--- config.mk ---
export PLATFORM = sky130hd
export DESIGN_NAME = axis_packet_tx
export DESIGN_NICKNAME = d
export VERILOG_FILES = /design/src/rtl/axis_packet_tx.sv
export SDC_FILE = /design/constraint.sdc
export NUM_CORES = 1
export LEC_CHECK = 0
export CORE_ASPECT_RATIO = 0.8
export CORE_UTILIZATION = 61
export DETAILED_ROUTE_END_ITERATION = 12
export HOLD_SLACK_MARGIN = 0.12
export PLACE_DENSITY = 0.75
export SYNTH_ARGS = -nofsm -noshare
export SYNTH_HDL_FRONTEND = slang
export SYNTH_SLANG_ARGS = --single-unit
--- constraint.sdc ---
create_clock -name clk -period 7.4 [get_ports clk]
set_input_delay 1.48 -clock clk [delete_from_list [all_inputs] [get_ports clk]]
set_output_delay 1.48 -clock clk [all_outputs]
set_load 0.01 [all_outputs]
--- src/rtl/axis_packet_tx.sv ---
// AXI4-Stream packet transmitter: data FIFO plus descriptor-driven framing FSM.
// Optional macro AXIS_TX_STATS_EN adds pkt/beat/stall counters.
module axis_packet_tx #(
  parameter int DATA_WIDTH   = 2,
  parameter int TDEST_WIDTH  = 4,
  parameter int TID_WIDTH    = 2,
  parameter int TUSER_WIDTH  = 2,
  parameter int BUFFER_DEPTH = 64,
  parameter int LEN_WIDTH    = 8
) (
  input  logic                                  clk,
  input  logic                                  rst,
  input  logic                                  wr_en,
  input  logic [DATA_WIDTH*8-1:0]               wr_data,
  output logic                                  wr_full,
  output logic [$clog2(BUFFER_DEPTH+1)-1:0]     fifo_level,
  output logic                                  err_overflow,
  input  logic                                  desc_valid,
  output logic                                  desc_ready,
  input  logic [TDEST_WIDTH-1:0]                desc_dest,
  input  logic [TID_WIDTH-1:0]                  desc_id,
  input  logic [TUSER_WIDTH-1:0]                desc_user,
  input  logic [LEN_WIDTH-1:0]                  desc_len,
  output logic [DATA_WIDTH*8-1:0]               m_axis_tdata,
  output logic [TDEST_WIDTH-1:0]                m_axis_tdest,
  output logic [TID_WIDTH-1:0]                  m_axis_tid,
  output logic [TUSER_WIDTH-1:0]                m_axis_tuser,
  output logic                                  m_axis_tvalid,
  output logic                                  m_axis_tlast,
  input  logic                                  m_axis_tready
`ifdef AXIS_TX_STATS_EN
  ,
  output logic [31:0]                           pkt_count,
  output logic [31:0]                           beat_count,
  output logic [31:0]                           stall_count
`endif
);
  localparam int DW  = DATA_WIDTH * 8;
  localparam int AW  = $clog2(BUFFER_DEPTH);
  localparam int LVW = $clog2(BUFFER_DEPTH + 1);
  localparam int CW  = LEN_WIDTH + 1;

  typedef enum logic {IDLE, SEND} state_t;

  logic [DW-1:0]          mem_q [BUFFER_DEPTH];
  logic [AW-1:0]          wr_ptr_q, rd_ptr_q;
  logic [LVW-1:0]         level_q, level_d;
  logic                   err_q;
  logic                   full, empty, push, pop, owed;

  state_t                 state_q;
  logic                   desc_ready_q;
  logic [TDEST_WIDTH-1:0] dest_q;
  logic [TID_WIDTH-1:0]   id_q;
  logic [TUSER_WIDTH-1:0] user_q;
  logic [LEN_WIDTH-1:0]   len_q;
  logic [CW-1:0]          cnt_q;
  logic [DW-1:0]          tdata_q;
  logic                   tvalid_q, tlast_q;

  always_comb begin
    full    = (level_q == LVW'(BUFFER_DEPTH));
    empty   = (level_q == '0);
    push    = wr_en & ~full;
    owed    = (cnt_q <= {1'b0, len_q});
    // The output register can take a new beat when empty or being drained now
    pop     = (state_q == SEND) & (~tvalid_q | m_axis_tready) & ~empty & owed;
    level_d = level_q + LVW'(push) - LVW'(pop);
  end

  always_ff @(posedge clk) begin
    if (push) mem_q[wr_ptr_q] <= wr_data;
  end

  always_ff @(posedge clk) begin
    if (rst) begin
      wr_ptr_q <= '0;
      rd_ptr_q <= '0;
      level_q  <= '0;
      err_q    <= 1'b0;
    end else begin
      if (push) wr_ptr_q <= wr_ptr_q + AW'(1);
      if (pop)  rd_ptr_q <= rd_ptr_q + AW'(1);
      level_q <= level_d;
      if (wr_en & full) err_q <= 1'b1;
    end
  end

  always_ff @(posedge clk) begin
    if (rst) begin
      state_q      <= IDLE;
      desc_ready_q <= 1'b0;
      dest_q       <= '0;
      id_q         <= '0;
      user_q       <= '0;
      len_q        <= '0;
      cnt_q        <= '0;
      tdata_q      <= '0;
      tvalid_q     <= 1'b0;
      tlast_q      <= 1'b0;
    end else begin
      case (state_q)
        IDLE: begin
          desc_ready_q <= 1'b1;
          if (desc_valid & desc_ready_q) begin
            dest_q       <= desc_dest;
            id_q         <= desc_id;
            user_q       <= desc_user;
            len_q        <= desc_len;
            cnt_q        <= '0;
            desc_ready_q <= 1'b0;
            state_q      <= SEND;
          end
        end
        SEND: begin
          if (pop) begin
            tdata_q  <= mem_q[rd_ptr_q];
            tvalid_q <= 1'b1;
            tlast_q  <= (cnt_q == {1'b0, len_q});
            cnt_q    <= cnt_q + CW'(1);
          end else if (tvalid_q & m_axis_tready) begin
            tvalid_q <= 1'b0;
            tlast_q  <= 1'b0;
            if (tlast_q) begin
              state_q      <= IDLE;
              desc_ready_q <= 1'b1;
            end
          end
        end
        default: state_q <= IDLE;
      endcase
    end
  end

  assign wr_full       = full;
  assign fifo_level    = level_q;
  assign err_overflow  = err_q;
  assign desc_ready    = desc_ready_q;
  assign m_axis_tdata  = tdata_q;
  assign m_axis_tdest  = dest_q;
  assign m_axis_tid    = id_q;
  assign m_axis_tuser  = user_q;
  assign m_axis_tvalid = tvalid_q;
  assign m_axis_tlast  = tlast_q;

`ifdef AXIS_TX_STATS_EN
  logic [31:0] pkt_q, beat_q, stall_q;

  always_ff @(posedge clk) begin
    if (rst) begin
      pkt_q   <= '0;
      beat_q  <= '0;
      stall_q <= '0;
    end else begin
      if (tvalid_q & m_axis_tready)            beat_q  <= beat_q + 32'd1;
      if (tvalid_q & m_axis_tready & tlast_q)  pkt_q   <= pkt_q + 32'd1;
      if (tvalid_q & ~m_axis_tready)           stall_q <= stall_q + 32'd1;
    end
  end

  assign pkt_count   = pkt_q;
  assign beat_count  = beat_q;
  assign stall_count = stall_q;
`endif

endmodule

== Word-level counts from Yosys, hierarchy flattened ==
Memories as Yosys holds them, arrays and structs flattened. A register that Yosys moved wholly into a read port is not among the register bits.
Index checks and enable logic that the tools add are counted.

* Bits in registers: 49
* Memory bits (writable): 1,024
* Input port bits: 37
* Memories: 1

{| class="wikitable"
|+ Memories
! name !! words !! width !! rd ports !! clocked after Yosys merged registers in !! wr ports !! RTL line !! text
|-
| mem_q || 64 || 16 || 1 || 1 || 1 || 45 || <nowiki>logic [DW-1:0] mem_q [BUFFER_DEPTH];</nowiki>
|}

* Add/subtract/negate cells: 5
* Order comparisons: 1
* Equal/unequal tests: 7
* Mux-type cells: 18
* Bitwise logic cells: 12
* Reduce and logical (&&, ||, !) cells: 7

{| class="wikitable"
|+ Operators by type and width
! kind !! count
|-
| $mux W9 || 2
|-
| $pmux W9 S2 || 1
|-
| $mux W1 || 13
|-
| $add A6 B1 Y6 const B || 2
|-
| $add A9 B1 Y9 const B || 1
|-
| $eq A9 B8 Y1 || 1
|-
| $le A9 B8 Y1 || 1
|-
| $reduce_and A2 Y1 || 4
|-
| $add A7 B1 Y7 || 1
|-
| $and A1 B1 Y1 || 7
|-
| $eq A7 B7 Y1 const B || 1
|-
| $logic_not A7 Y1 || 1
|-
| $sub A7 B1 Y7 || 1
|-
| $ne A2 B2 Y1 const B || 3
|-
| $ne A2 B1 Y1 const B || 2
|-
| $not A1 Y1 || 4
|-
| $pmux W1 S2 || 2
|-
| $reduce_and A3 Y1 || 1
|-
| $reduce_bool A2 Y1 || 1
|-
| $or A1 B1 Y1 || 1
|}

== Logic depth before layout (Yosys ltp) ==
* Depth after elaboration: 7
* Gate-level depth with buffers: 18

== Worst setup path before layout ==
Ideal clock, no wire load.

* Kind: input to register
* Start point: input port m_axis_tready
* End point: register level_q[6], in the netlist fifo_level[6]
* Setup time: 132 ps
* Arrival time: 3,831 ps
* Data required time: 7,268 ps
* Setup slack: 3,437 ps
* Stages on the path: 15
* Path buffers: 1
* Cells stage by stage: inv_1 a221oi_2 o21ai_1 buf_2 or3_1 nand2_1 ha_1 inv_1 fa_1 nand2b_1 a21oi_1 o21ai_0 a21oi_1 or3_1 a21oi_1

* Longest elaborated chain between the ends: 5

{| class="wikitable"
|+ RTL lines
! element !! RTL line !! text
|-
| start: declaration || 30 || <nowiki>input logic m_axis_tready</nowiki>
|-
| $or A1 B1 Y1 || 67 || <nowiki>pop = (state_q == SEND) & (~tvalid_q | m_axis_tready) & ~empty & owed;</nowiki>
|-
| $and A1 B1 Y1 (3 in a row) || 67 ||
|-
| $sub A7 B1 Y7 || 68 || <nowiki>level_d = level_q + LVW'(push) - LVW'(pop);</nowiki>
|-
| end signal: assignment || 84 || <nowiki>level_q <= level_d;</nowiki>
|-
| end: declaration || 47 || <nowiki>logic [LVW-1:0] level_q, level_d;</nowiki>
|}

Every way passes these cells.
A chain may end at the register's enable or synchronous reset.

== Worst setup path in the final report ==
* Start point: register len_q[3]
* End point: register level_q[6], in the netlist fifo_level[6]

* Longest elaborated chain between the ends: 3

{| class="wikitable"
|+ RTL lines
! element !! RTL line !! text
|-
| start: declaration || 56 || <nowiki>logic [LEN_WIDTH-1:0] len_q;</nowiki>
|-
| start signal: assignment || 109 || <nowiki>len_q <= desc_len;</nowiki>
|-
| $le A9 B8 Y1 || 65 || <nowiki>owed = (cnt_q <= {1'b0, len_q});</nowiki>
|-
| $and A1 B1 Y1 || 67 ||
|-
| $sub A7 B1 Y7 || 68 ||
|}

Every way passes these cells.

==> impl_results.rst <==
.. list-table::
   :header-rows: 1

   * - Metric
     - Value
   * - Number of filler instances in the final layout
     - 4348
   * - CTS tree
     - done
   * - Worst-path maximum fanout
     - 14
   * - Initial core utilization
     - 61.7%
   * - Final critical-path share of the clock period
     - 59.4%
   * - Highest-delay cell along the critical path
     - sky130_fd_sc_hd__a2111oi_2
   * - Average via count per standard cell
     - 6.56
   * - Leakage Power
     - 14.5 nW
   * - Area of the mapped netlist
     - 0.0425 mm²
   * - DR vias
     - 22200
   * - Area grow syn2layout
     - 11.3%
   * - Iteration-0 DRC Markers
     - 2978
   * - Final worst path period need
     - 4390 ps
   * - Unrepaired setup endpoints after global routing
     - false
   * - Endpoints failing hold
     - 0
   * - Max capacitance violation total
     - 0
   * - Largest clock skew in the final design
     - 33.7 ps
   * - Via count of the first global-routing pass
     - 21800
   * - Insertion delay to the later sink of the worst-skew pair
     - 670 ps
   * - Buffer count from post-CTS setup fixing
     - 0
   * - Number of antenna violations at the first check in global routing
     - 1
   * - Total gr overflow
     - 0
   * - Crit start category
     - register
   * - Crit. End Element
     - register
   * - Synth cell types
     - 63
   * - Fraction of registers with async set or reset after synthesis
     - 0%
   * - Main flop type after synthesis
     - sky130_fd_sc_hd__edfxtp_1
   * - Clk pin slew, worst setup/hold paths
     - 70 ps
   * - Hold buffer count at cts
     - 0
   * - Worst hold-check path type
     - register to register
   * - Main area contributors after synthesis
     - sky130_fd_sc_hd__edfxtp_1, sky130_fd_sc_hd__mux4_2, sky130_fd_sc_hd__mux2i_1, sky130_fd_sc_hd__dfxtp_1, sky130_fd_sc_hd__mux2_2
   * - Number of rows in the core area
     - 86
   * - Hold WS
     - 452 ps
   * - Post-placement setup slack
     - 2520 ps
   * - EDFF count, synth
     - 1024
   * - First-pass GRT wire length
     - 147000 µm
   * - Antenna cells
     - 0
   * - Root buf cell
     - sky130_fd_sc_hd__clkbuf_16
   * - Cell count after synthesis
     - 2238
   * - Fraction of synthesized cell area taken by the top area cell type
     - 72.4%
   * - Slew Viols, Final
     - 0
   * - Dominant cell type by area after synthesis
     - sky130_fd_sc_hd__edfxtp_1
   * - Final standard cell utilization of the core
     - 68.7%
   * - Data arrival time of the critical path
     - 4910 ps
   * - Buffers from clock root to sink, at most
     - 3
   * - Fraction of final layout cells sized beyond drive strength 1
     - 19.5%
   * - CP required
     - 7910 ps
   * - Number of routed nets with antenna violations
     - 0
   * - Critical path type
     - register to register
   * - Number of port buffers
     - 72
   * - CTS-repair resized insts
     - 0
   * - Final Setup Violations
     - 0
   * - Total Die Area
     - 0.0707 mm²
   * - Power density of the placed cells
     - 305 mW/mm²
   * - IR drop worst, VDD
     - 226 µV
   * - Total I/O pin count
     - 73
   * - Total of warnings raised by yosys
     - 0
   * - Nets in the synthesized netlist
     - 2295
   * - Die Span Y
     - 238 µm
   * - DRT Wirelength
     - 101000 µm
   * - Ordered list of cells on the worst path
     - inv_1 > ha_1 > nand3_1 > o21bai_1 > a2111oi_2 > or2_1 > nand2_1 > nand2_1 > ha_1 > inv_1 > fa_1 > nand2b_1 > a21oi_1 > o21ai_0 > a21oi_1 > or3_1 > a21oi_1
   * - Post-synthesis sequential element count
     - 1089
   * - Setup TNS Final
     - 0 ps
   * - Mean post-synth cell area
     - 19.0 µm²
   * - Largest net degree at the start of global routing
     - 113
   * - Outcome
     - completed
   * - Setup ws final
     - 3010 ps
   * - Post-DP HPWL
     - 58900 µm
   * - Timing-limited maximum frequency
     - 228 MHz
   * - Die width
     - 297 µm
   * - Placeable Area
     - 0.0689 mm²
   * - H-tree depth
     - 3
   * - Net count, final
     - 2432
   * - DR DRC count
     - 0
   * - Maximum single-stage delay on the critical path
     - 1000 ps
   * - Number of buffers inserted during clock tree synthesis
     - 100
   * - Max-slew headroom
     - 12.3%
   * - Final weighted congestion in routability-driven placement
     - 0.867
   * - Sink count of the clock tree
     - 1089
   * - Most Frequent Cell on Critical Path
     - sky130_fd_sc_hd__a21oi_1
   * - GRT Overall Usage
     - 29.0%
   * - Number of search-and-repair iterations in the first detailed-routing pass
     - 6
   * - Slew at the pin closest to its max-slew limit
     - 1320 ps
   * - Routed WL per cell
     - 29.9 µm
   * - Fraction of the yosys area taken by sequential cells
     - 75.4%
==> cells in the mapped netlist (all sizes together) (9+ instances only) <==
cell,count
a2111oi,17
a211o,9
o21ai,44
mux2i,145
mux4,160
nand3,19
mux2,48
o31ai,11
ha,19
a22oi,16
o22ai,40
a311oi,13
xnor2,11
a22o,16
nand2,59
inv,21
dfxtp,65
a211oi,30
o221ai,24
nor2,119
a221oi,17
nor2b,24
clkbuf,54
buf,82
edfxtp,1024
a21oi,73
nor3,21
==> area by class of cell <==
type,count,area (µm²),share of cell area (%)
inverter,22,82.6,0.175
multi-input combinational,991,9540,20.2
sequential,1089,32100,67.8
clock buffer,116,2560,5.42
timing repair buffer,171,1400,2.97
tap,924,1160,2.44
clock inverter,64,483,1.02
==> state kept, by name (all words and copies together), names as in the netlist, 4 cells and up <==
signal	cells
rd_ptr_q	6
fifo_level	7
wr_ptr_q	6
m_axis_tdest	4
len_q	8
m_axis_tdata	16
mem_q	1024
cnt_q	9
==> critical path, delay by kind of cell (launching register included) <==
kind / cells / cell delay [ps]
flops: 1 / 340
buf+inv: 2 / 120
compound gates: 6 / 1750
simple gates: 6 / 1140
fa+ha+maj: 3 / 880
==> final timing paths <==
kind	cells after the start	from	endpoint	slack, ps
setup / recovery	17	len_q[3]	fifo_level[6]	3010
hold / removal	2	m_axis_tid[0]	m_axis_tid[0]	450
setup reg to reg	17	len_q[3]	fifo_level[6]	3010
hold reg to reg	2	m_axis_tid[0]	m_axis_tid[0]	450
==> metrics by stage <==
step,cells,power [W],cell area [µm²]
after floorplan,2238,0.00891,42500
final,3377,0.0144,47300
after global placement,3197,0.00962,44200
after CTS,3377,0.0144,47300
after detailed placement,3197,0.00968,44200
after global routing,3377,0.0149,47300
==> placed cells by master, fill, tap and decap left out, types with 24 or more instances in the layout <==
| cell | count |
|---|---|
| sky130_fd_sc_hd__a211oi_1 | 30 |
| sky130_fd_sc_hd__a21oi_1 | 73 |
| sky130_fd_sc_hd__buf_4 | 97 |
| sky130_fd_sc_hd__clkbuf_16 | 100 |
| sky130_fd_sc_hd__clkdlybuf4s50_1 | 55 |
| sky130_fd_sc_hd__clkinv_1 | 24 |
| sky130_fd_sc_hd__dfxtp_1 | 60 |
| sky130_fd_sc_hd__edfxtp_1 | 1024 |
| sky130_fd_sc_hd__mux2_2 | 48 |
| sky130_fd_sc_hd__mux2i_1 | 145 |
| sky130_fd_sc_hd__mux4_2 | 155 |
| sky130_fd_sc_hd__nand2_1 | 59 |
| sky130_fd_sc_hd__nor2_1 | 116 |
| sky130_fd_sc_hd__o21ai_0 | 39 |
| sky130_fd_sc_hd__o221ai_1 | 24 |
| sky130_fd_sc_hd__o22ai_1 | 40 |
==> cell families (layout without fill, tap and decap cells) <==
family / Yosys count / count (layout) / share of synthesized area (%)
adder cells (fa/ha/maj): 20 / 20 / 0.607
AO/OA/AOI/OAI: 324 / 324 / 5.22
flip-flops: 1089 / 1089 / 75.4
multiplexers: 353 / 353 / 13.2
AND/OR/NAND/NOR: 277 / 277 / 2.99
XOR/XNOR: 17 / 17 / 0.350
buffers and inverters: 158 / 373 / 2.20
==> power breakdown <==
part / switching, W / leakage, nW / total, W / internal [W]
combinational: 0.00142 / 3.28 / 0.00252 / 0.00110
sequential: 0.000169 / 9.74 / 0.00704 / 0.00687
clock: 0.00221 / 1.49 / 0.00484 / 0.00263
==> routing by layer <==
| layer | share of wire [%] | global-route usage, % | up-vias | routed length [µm] |
|---|---|---|---|---|
| met4 | 3.1 | 9.33 | 0 | 3150 |
| met3 | 12 | 8.65 | 169 | 11600 |
| met1 | 41 | 43.3 | 11400 | 41800 |
| met5 | 0 | 0 | - | 0 |
| met2 | 44 | 41.4 | 1195 | 44300 |
| li1 | - | - | 9378 | - |
(Power assumes the default switching activity.)
